$ cat src/rtl/muldiv_hilo_ctrl_pkg.sv
// Shared encodings and defaults for the multiply/divide sequencer and its HI/LO storage.
package muldiv_hilo_ctrl_pkg;

   typedef enum logic [2:0] {
      ST_IDLE   = 3'd0,
      ST_CLR    = 3'd1,
      ST_LAUNCH = 3'd2,
      ST_WAIT   = 3'd3,
      ST_WRITE  = 3'd4
   } state_e;

   localparam logic OP_MULT = 1'b0;
   localparam logic OP_DIV  = 1'b1;

   localparam int DEF_TIMEOUT = 63;
   localparam int DEF_W       = 32;

endpackage

$ cat src/rtl/muldiv_hilo_ctrl_hilo_regs.sv
// Architectural HI/LO storage; a sub-unit result load takes priority over mthi/mtlo.
module hilo_regs
   import muldiv_hilo_ctrl_pkg::*;
#(
   parameter int W = DEF_W
) (
   input  logic         clk,
   input  logic         reset,
   input  logic         res_we,
   input  logic [W-1:0] res_hi,
   input  logic [W-1:0] res_lo,
   input  logic         mthi_we,
   input  logic         mtlo_we,
   input  logic [W-1:0] wr_data,
   output logic [W-1:0] hi,
   output logic [W-1:0] lo
);

   logic [W-1:0] hi_q, hi_d;
   logic [W-1:0] lo_q, lo_d;

   always_comb begin
      hi_d = hi_q;
      lo_d = lo_q;
      if (res_we) begin
         hi_d = res_hi;
         lo_d = res_lo;
      end else begin
         if (mthi_we) hi_d = wr_data;
         if (mtlo_we) lo_d = wr_data;
      end
   end

   always_ff @(posedge clk) begin
      if (reset) begin
         hi_q <= '0;
         lo_q <= '0;
      end else begin
         hi_q <= hi_d;
         lo_q <= lo_d;
      end
   end

   assign hi = hi_q;
   assign lo = lo_q;

endmodule

$ cat src/rtl/muldiv_hilo_ctrl.sv
// Multiply/divide sequencer: clears, launches and waits on the selected sub-unit,
// then captures its result into HI/LO; also services mthi/mtlo in IDLE.
module muldiv_hilo_ctrl
   import muldiv_hilo_ctrl_pkg::*;
#(
   parameter int TIMEOUT = DEF_TIMEOUT,
   parameter int W       = DEF_W
) (
   input  logic         clk,
   input  logic         reset,
   input  logic         op_start,
   input  logic         op_sel,
   input  logic [W-1:0] op_a,
   input  logic [W-1:0] op_b,
   input  logic         mthi_we,
   input  logic         mtlo_we,
   input  logic [W-1:0] wr_data,
   input  logic         mult_done,
   input  logic [W-1:0] mult_hi,
   input  logic [W-1:0] mult_lo,
   input  logic         div_done,
   input  logic [W-1:0] div_hi,
   input  logic [W-1:0] div_lo,
   output logic         sub_reset,
   output logic         mult_start,
   output logic         div_start,
   output logic [W-1:0] sub_a,
   output logic [W-1:0] sub_b,
   output logic [W-1:0] hi,
   output logic [W-1:0] lo,
   output logic         busy,
   output logic         op_done,
   output logic         div_zero,
   output logic         timeout_err
);

   localparam int CW = (TIMEOUT > 2) ? $clog2(TIMEOUT) : 1;

   state_e        state_q, state_d;
   logic          op_sel_q, op_sel_d;
   logic [W-1:0]  sub_a_q, sub_a_d;
   logic [W-1:0]  sub_b_q, sub_b_d;
   logic [CW-1:0] cnt_q, cnt_d;
   logic          div_zero_q, div_zero_d;
   logic          timeout_err_q, timeout_err_d;
   logic          res_we;
   logic          sel_done;
   logic [W-1:0]  res_hi, res_lo;
   logic          idle;

   assign idle     = (state_q == ST_IDLE);
   assign sel_done = (op_sel_q == OP_DIV) ? div_done : mult_done;
   assign res_hi   = (op_sel_q == OP_DIV) ? div_hi : mult_hi;
   assign res_lo   = (op_sel_q == OP_DIV) ? div_lo : mult_lo;

   always_comb begin
      state_d       = state_q;
      op_sel_d      = op_sel_q;
      sub_a_d       = sub_a_q;
      sub_b_d       = sub_b_q;
      cnt_d         = cnt_q;
      div_zero_d    = div_zero_q;
      timeout_err_d = timeout_err_q;
      res_we        = 1'b0;
      case (state_q)
         ST_IDLE: begin
            if (op_start) begin
               op_sel_d      = op_sel;
               sub_a_d       = op_a;
               sub_b_d       = op_b;
               div_zero_d    = 1'b0;
               timeout_err_d = 1'b0;
               // A zero divisor never reaches the divider; report and finish at once.
               if (op_sel == OP_DIV && op_b == '0) begin
                  div_zero_d = 1'b1;
                  state_d    = ST_WRITE;
               end else begin
                  state_d = ST_CLR;
               end
            end
         end
         ST_CLR:    state_d = ST_LAUNCH;
         ST_LAUNCH: begin
            cnt_d   = '0;
            state_d = ST_WAIT;
         end
         ST_WAIT: begin
            if (sel_done) begin
               res_we  = 1'b1;
               state_d = ST_WRITE;
            end else if (cnt_q == CW'(TIMEOUT - 1)) begin
               timeout_err_d = 1'b1;
               state_d       = ST_WRITE;
            end else begin
               cnt_d = cnt_q + CW'(1);
            end
         end
         ST_WRITE:  state_d = ST_IDLE;
         default:   state_d = ST_IDLE;
      endcase
   end

   always_ff @(posedge clk) begin
      if (reset) begin
         state_q       <= ST_IDLE;
         op_sel_q      <= OP_MULT;
         sub_a_q       <= '0;
         sub_b_q       <= '0;
         cnt_q         <= '0;
         div_zero_q    <= 1'b0;
         timeout_err_q <= 1'b0;
      end else begin
         state_q       <= state_d;
         op_sel_q      <= op_sel_d;
         sub_a_q       <= sub_a_d;
         sub_b_q       <= sub_b_d;
         cnt_q         <= cnt_d;
         div_zero_q    <= div_zero_d;
         timeout_err_q <= timeout_err_d;
      end
   end

   hilo_regs #(.W(W)) u_hilo (
      .clk     (clk),
      .reset   (reset),
      .res_we  (res_we),
      .res_hi  (res_hi),
      .res_lo  (res_lo),
      .mthi_we (mthi_we && idle),
      .mtlo_we (mtlo_we && idle),
      .wr_data (wr_data),
      .hi      (hi),
      .lo      (lo)
   );

   assign sub_reset   = reset || (state_q == ST_CLR);
   assign mult_start  = (state_q == ST_LAUNCH) && (op_sel_q == OP_MULT);
   assign div_start   = (state_q == ST_LAUNCH) && (op_sel_q == OP_DIV);
   assign sub_a       = sub_a_q;
   assign sub_b       = sub_b_q;
   assign busy        = !idle;
   assign op_done     = (state_q == ST_WRITE);
   assign div_zero    = div_zero_q;
   assign timeout_err = timeout_err_q;

endmodule

$ cat config.mk
export PLATFORM = sky130hd
export DESIGN_NAME = muldiv_hilo_ctrl
export DESIGN_NICKNAME = d
export VERILOG_FILES = /design/src/rtl/muldiv_hilo_ctrl_pkg.sv /design/src/rtl/muldiv_hilo_ctrl_hilo_regs.sv /design/src/rtl/muldiv_hilo_ctrl.sv
export SDC_FILE = /design/constraint.sdc
export NUM_CORES = 1
export LEC_CHECK = 0
export ABC_AREA = 1
export ABC_CLOCK_PERIOD_IN_PS = 2860
export BUFFER_PORTS_ARGS = -buffer_cell sky130_fd_sc_hd__buf_2
export CAP_MARGIN = 20
export CORE_AREA = 2 2 141 143
export DETAILED_ROUTE_END_ITERATION = 8
export DIE_AREA = 0 0 143 145
export PLACE_DENSITY = 0.65
export SYNTH_ARGS = -nofsm -noshare
export SYNTH_HDL_FRONTEND = slang
export SYNTH_SLANG_ARGS = --single-unit
$ cat constraint.sdc
create_clock -name clk -period 2.86 [get_ports clk]
set_input_delay 0.429 -clock clk [delete_from_list [all_inputs] [get_ports clk]]
set_output_delay 0.429 -clock clk [all_outputs]
set_load 0.01 [all_outputs]
==> reports/qor.txt, run 1 <==
clk root buf - clkbuf_16
Routed met3 length - 1.79 mm
Rows - 51
DRC Markers - 0
Top Metal Used - met5
relative slew slack - 51.7%
switching power total - 1.93 mW
XOR/XNOR Fraction of Synth Area - 0.414%
setup ws final - 0.728 ns
compound-gate portion of the synthesized area - 17.7%
synthesized area - 6340 µm²
Worst setup EP type - output port
post-synthesis net count - 1176
Detail Route Antenna Nets - 0
crit path kind - register to output port
R2R Path End - u_hilo.hi[18]
# setup viols final - 0
area grow syn2layout - 40.0%
Hold Crit Start - op_a[4]
worst slack, placed - 0.705 ns
DRT Pass-1 Iters - 6
Cell Pwr Density - 676 nW/µm²
clk slew on worst S/H paths - 0.06 ns
clock power share - 36.8%
Comb pwr share - 24.3%
leak pwr - 4.48 nW
worst hold stages - 3
DRT met1 WL - 9.53 mm
Worst-Margin Slew - 0.725 ns
GRT Overall Usage - 21.2%
pin count of the biggest net entering global routing - 70
vias per cell - 4.69
number of setup buffers added after CTS - 0
Final TNS setup - 0 ns
Simple-Gate Fraction of Synth Area - 31.0%
initial antenna violation count - 8
Seq cells post-synth - 140
hold-fix buffers at CTS - 0
Synth Instances - 942
R2R setup slack - 0.83 ns
switch share - 32.1%
post-synthesis sequential area ratio - 44.2%
WHS Endpoint - sub_a[4]
status - complete, no violations
Finished Layout Cells - 1555
Iteration-0 DRC Markers - 293
GRT overflow - 0
area of the core - 19200 µm²
Starting Density - 33.0%
later-pin clock latency in the skew report - 0.42 ns
hpwl dp - 16.8 mm
Slew Limit Fails - 0
CTS resizes - 0
Die H - 145 µm
Fin. Hold Viols - 0
RSZ-0062 raised after global routing - false
proportion of layout cells with a drive suffix above 1 - 33.1%
placed insts - 1518
sequential cell fraction of total power - 38.9%
CTS tree - built
PortBufs - 366
met2 WL post-DR - 10.8 mm
fillers - 2044
Clock Skew - 0.0149 ns
die area - 20700 µm²
Yosys warning count - 0
H-tree depth - 4
Clock Tree Buf Depth - 2
Post-Synth Adder-Cell Area - 0.394%
Req. time, crit path - 2.43 ns
multi-input logic area - 3150 µm²
r2r startpoint - state_q[1]
Tmin final - 2.13 ns
Data arrival, critical path - 1.70 ns
average wire per standard cell - 14.7 µm
FF+latch area - 2800 µm²
Die X - 143 µm
critical path launch point type - register
multiplexer area fraction after synthesis - 0%
Num CTS Buffers - 17
HP Class - primary input to register
Power Internal - 4.08 mW
# Max-Cap Violations - 0
num ports - 367
Avg Cell Area, Syn - 6.74 µm²
Critical Path Fanout Max - 66
vias in the first global route - 6766
combinational family with the most area after synthesis - simple AND/OR/NAND/NOR gates
final period utilization - 74.5%
routed via count - 7292
VDD IR-drop max - 0.372 mV
synth unique cells - 29
nets - 1506
Routed Wire Length - 22.8 mm
Final GP Congestion - 0.845
clock sink count - 140
Max Fclk - 0.469 GHz
worst r2r path cells - 9
global-route wire length before repair - 34.6 mm
## cell usage after synthesis
library cell | instances | area, µm²
nand3_1 | 8 | 40.0
buf_2 | 20 | 100
nor2_1 | 36 | 135
nor2_2 | 1 | 6.26
clkbuf_1 | 21 | 78.8
xor2_1 | 2 | 17.5
nand4_1 | 1 | 6.26
a21oi_1 | 73 | 365
dfxtp_1 | 140 | 2800
o21ai_1 | 56 | 280
nand3_2 | 1 | 10.0
inv_2 | 6 | 22.5
nor2_4 | 1 | 11.3
o21ai_0 | 12 | 60.1
buf_4 | 15 | 113
buf_1 | 7 | 26.3
inv_1 | 10 | 37.5
a31oi_1 | 66 | 413
nand2_4 | 3 | 33.8
xnor2_1 | 1 | 8.76
ha_1 | 2 | 25.0
o21bai_1 | 1 | 7.51
nand2_1 | 451 | 1690
buf_6 | 1 | 11.3
nor3_1 | 1 | 5.00
or2_1 | 2 | 12.5
clkinv_2 | 2 | 10.0
or2_2 | 1 | 6.26
nand2_2 | 1 | 6.26
## layout by cell type (no fill, tap or decap)
| cell | instances |
|---|---|
| bufinv_16 | 2 |
| a21oi_1 | 73 |
| dfxtp_1 | 139 |
| xor2_1 | 2 |
| nor2_1 | 36 |
| clkinv_4 | 3 |
| clkinv_2 | 4 |
| inv_1 | 9 |
| or2_2 | 1 |
| diode_2 | 6 |
| inv_2 | 7 |
| buf_4 | 7 |
| o21ai_1 | 56 |
| or2_1 | 2 |
| o21ai_0 | 12 |
| nand3_2 | 1 |
| clkbuf_8 | 2 |
| clkinvlp_4 | 2 |
| nor2_4 | 1 |
| a31oi_1 | 66 |
| nand2_4 | 3 |
| nand4_1 | 1 |
| xnor2_1 | 1 |
| nand2_1 | 450 |
| nor2_2 | 1 |
| clkbuf_16 | 17 |
| nand3_1 | 8 |
| dfxtp_2 | 1 |
| buf_2 | 366 |
| o21bai_1 | 1 |
| nor3_1 | 1 |
| buf_12 | 2 |
| inv_6 | 3 |
| nand2_2 | 2 |
| ha_1 | 2 |
## sequential cells by signal (all words and copies together) (netlist names)
| register | flops |
|---|---|
| timeout_err | 1 |
| u_hilo.hi | 32 |
| state_q | 3 |
| u_hilo.lo | 32 |
| cnt_q | 6 |
| sub_a | 32 |
| sub_b | 32 |
| div_zero | 1 |
| op_sel_q | 1 |
## layer usage
layer / up-vias / track usage (%)
met5: - / 0
met4: 4 / 9.11
met1: 3221 / 24.5
met2: 283 / 35.9
li1: 3748 / -
met3: 36 / 6.47
## how the worst max path moves through the flow
stage	startpoint	slack, ns	to	cells after the start
floorplan	reset	1.33	sub_reset	4
global route	state_q[1]	0.59	u_hilo.hi[18]	9
CTS	op_sel_q	0.70	div_start	4
global placement	div_done	0.74	u_hilo.hi[17]	8
finish	op_sel_q	0.73	div_start	4
detailed placement	mult_done	0.71	u_hilo.hi[13]	8
## critical path, stage by stage, from the launching register on
cell and delay (ns):
dfxtp_2 0.35, inv_2 0.06, buf_4 0.53, nor2_1 0.13, buf_2 0.18
## power groups by stage
| stage | sequential, mW | clock (mW) | combinational (mW) |
|---|---|---|---|
| after detailed placement | 2.37 | 0 | 1.48 |
| final | 2.34 | 2.21 | 1.46 |
| after global routing | 2.36 | 2.34 | 1.64 |
| after floorplan | 2.48 | 0 | 0.767 |
| after CTS | 2.33 | 2.27 | 1.48 |
| after global placement | 2.37 | 0 | 1.47 |
## logic make-up (layout without fill, tap and decap cells)
kind of cell	Yosys count	count (layout)
other	0	6
AND/OR/NAND/NOR	507	507
AO/OA/AOI/OAI	208	208
XOR/XNOR	3	3
flip-flops	140	140
buffers and inverters	82	424
adder cells (fa/ha/maj)	2	2
## through the flow
step	power, mW	hold slack (ns)	area (µm²)	utilization [%]
2_1_floorplan	3.25	0.478	6340	-
3_3_place_gp	3.84	0.450	8280	43.1
3_5_place_dp	3.85	0.453	8280	43.1
4_1_cts	6.08	0.240	8870	46.2
5_1_grt	6.34	0.251	8880	46.2
6_report	6.01	0.265	8880	46.2
## area by class of cell
class	instances	share of cell area, %
Multi-Input combinational cell	720	35.4
Antenna cell	6	0.169
Inverter	18	0.789
Timing Repair Buffer	375	21.7
Sequential cell	140	31.6
Tap cell	265	3.73
Clock inverter	12	1.55
Clock buffer	19	5.10
No activity file was read; power rests on OpenSTA's default activity.
==> run 2, diff against run 1 <==
- ABC_AREA: 1 -> 0
- ABC_CLOCK_PERIOD_IN_PS: 2860 -> 2200
- CORE_AREA: 2 2 141 143 -> 2 2 145 147
- DIE_AREA: 0 0 143 145 -> 0 0 147 149
- PLACE_DENSITY: 0.65 -> 0.61
- clock period: 2.86 -> 2.2 ns (I/O delays scaled with it)
==> run 2 against run 1 <==
Net effect:
- sequential share of layout area rose by 0.18 points
- clock-buffer cell count fell by 1
- clock power rose by 27%
- largest cell class unchanged
- critical endpoint unchanged
- core utilization fell by 3.2 points
- largest power group unchanged
- highest routed layer unchanged
- final area fell by 0.46%
- combinational power fell by 12%
- non-clock buffer count rose by 4
- synthesized cell count fell by 26%
- register-to-register slack got worse by 0.53 ns
- critical path type unchanged
- sequential power rose by 22%
- power rose by 15%
==> reports/qor.txt, run 2 <==
status - complete, no violations
relative slew slack - 65.4%
clock sink count - 140
Tmin final - 1.96 ns
Worst-Margin Slew - 0.519 ns
crit path kind - register to output port
synthesized area - 6140 µm²
Die H - 149 µm
ys async rst share - 0%
Num CTS Buffers - 17
Seq cells post-synth - 140
Final GP Congestion - 0.801
Synth top cells by count - nand2_1, dfxtp_1, a21oi_1
post-synth top area share - 45.6%
number of setup buffers added after CTS - 0
# Max-Cap Violations - 0
post-synthesis net count - 930
Clock Tree Buf Depth - 2
DRC Markers - 0
GRT overflow - 0
area grow syn2layout - 44.0%
die area - 21900 µm²
vias per cell - 4.80
clk root buf - clkbuf_16
multi-input logic area - 3080 µm²
Synth area leaders - dfxtp_1, nand2_1, a32o_1
Util after Layout - 43.0%
Top FF cell, synth - dfxtp_1
Fin. Hold Viols - 0
leak pwr - 3.96 nW
hpwl dp - 15.8 mm
post-synthesis sequential area ratio - 45.6%
commonest non-fill, non-tap cell in the layout - buf_2
PortBufs - 366
HP Class - primary input to register
FF+latch area - 2810 µm²
later-pin clock latency in the skew report - 0.41 ns
synth unique cells - 38
nets - 1274
average wire per standard cell - 15.9 µm
hold-fix buffers at CTS - 0
Data arrival, critical path - 1.63 ns
final period utilization - 89.2%
area of the core - 20600 µm²
Avg Cell Area, Syn - 8.82 µm²
routed via count - 6376
Final TNS setup - 0 ns
num ports - 367
Yosys warning count - 0
GRT Overall Usage - 18.6%
Clock Skew - 0.00947 ns
Detail Route Antenna Nets - 0
critical path launch point type - register
Starting Density - 29.9%
Req. time, crit path - 1.87 ns
pin count of the biggest net entering global routing - 69
Die X - 147 µm
H-tree depth - 4
vias in the first global route - 6173
Max Fclk - 0.509 GHz
Routed Wire Length - 21.1 mm
CTS tree - built
VDD IR-drop max - 0.482 mV
Critical Path Fanout Max - 10
clk slew on worst S/H paths - 0.07 ns
number of synthesized flops with an enable pin - 0
Slew Limit Fails - 0
Worst setup EP type - output port
CTS resizes - 0
global-route wire length before repair - 32.1 mm
# setup viols final - 0
Cell Pwr Density - 785 nW/µm²
most common cell in the netlist - nand2_1
Iteration-0 DRC Markers - 259
post-synthesis cell type with the largest combined area - dfxtp_1
proportion of layout cells with a drive suffix above 1 - 40.2%
initial antenna violation count - 2
most frequent cells in the layout - buf_2, nand2_1, dfxtp_1
fillers - 2119
RSZ-0062 raised after global routing - false
Synth Instances - 696
DRT Pass-1 Iters - 5
Rows - 53
-- run 2: cell count changes after synthesis, moves of 8 or more --
cell	previous run	this run
nand2b_1	0	31
o21ai_0	12	4
nor4_1	0	8
nand2_1	451	205
a31oi_1	66	2
nor2_1	36	6
buf_2	20	28
o21ai_1	56	0
buf_4	15	7
a32o_1	0	64
mux2i_1	0	64
-- run 2: per-stage QoR --
stage,power (mW),cells,hold slack [ns],setup slack [ns],cell area (µm²)
after global placement,4.21,1296,0.438,0.360,8270
after global routing,7.27,1328,0.129,0.0772,8840
final,6.94,1329,0.148,0.237,8840
after floorplan,3.59,696,0.422,0.524,6140
after CTS,7.04,1328,0.125,0.214,8840
after detailed placement,4.22,1296,0.443,0.306,8270
-- run 2: power breakdown --
| group | internal, mW | switching, mW |
|---|---|---|
| clock | 1.61 | 1.19 |
| combinational | 0.586 | 0.705 |
| sequential | 2.74 | 0.110 |
-- run 2: final timing paths --
check                                 from             to  slack (ns)  cells after the start
worst max register to register  state_q[0]  u_hilo.lo[19]        0.30                      5
worst min-delay path              op_a[23]      sub_a[23]        0.15                      3
worst min register to register   sub_a[20]      sub_a[20]        0.45                      2
worst max-delay path            state_q[1]      div_start        0.24                      3
-- run 2: cells by family (layout without fill, tap and decap cells) --
| group | Yosys count | count (layout) | synth area share, % |
|---|---|---|---|
| and+or+nand+nor | 281 | 281 | 20.7 |
| buffers and inverters | 58 | 415 | 4.54 |
| adders and majority gates | 2 | 2 | 0.408 |
| AOI/OAI and AO/OA | 150 | 150 | 18.0 |
| muxes | 65 | 65 | 10.7 |
| other | 0 | 1 | 0 |
| DFF | 140 | 140 | 45.6 |
-- run 2: area by class of cell --
| class | count | area share (%) |
|---|---|---|
| antenna | 1 | 0.0283 |
| timing repair buffer | 379 | 22.8 |
| inverter | 4 | 0.170 |
| clock buffer | 18 | 4.97 |
| sequential | 140 | 31.7 |
| tap | 275 | 3.89 |
| clock inverter | 14 | 1.49 |
| multi-input combinational | 498 | 34.9 |
-- run 2: per-layer routing --
| metal | GRT usage (%) | up-vias | wire (µm) |
|---|---|---|---|
| met1 | 19.8 | 2948 | 8140 |
| met2 | 34.0 | 248 | 10600 |
| li1 | - | 3160 | - |
| met5 | 0 | - | 10 |
| met4 | 5.14 | 2 | 286 |
| met3 | 7.49 | 18 | 2040 |
-- run 2: worst max-delay path: stages (launching register included) --
cell	delay, ns
dfxtp_1	0.54
nor2b_1	0.34
and3_1	0.21
buf_2	0.14
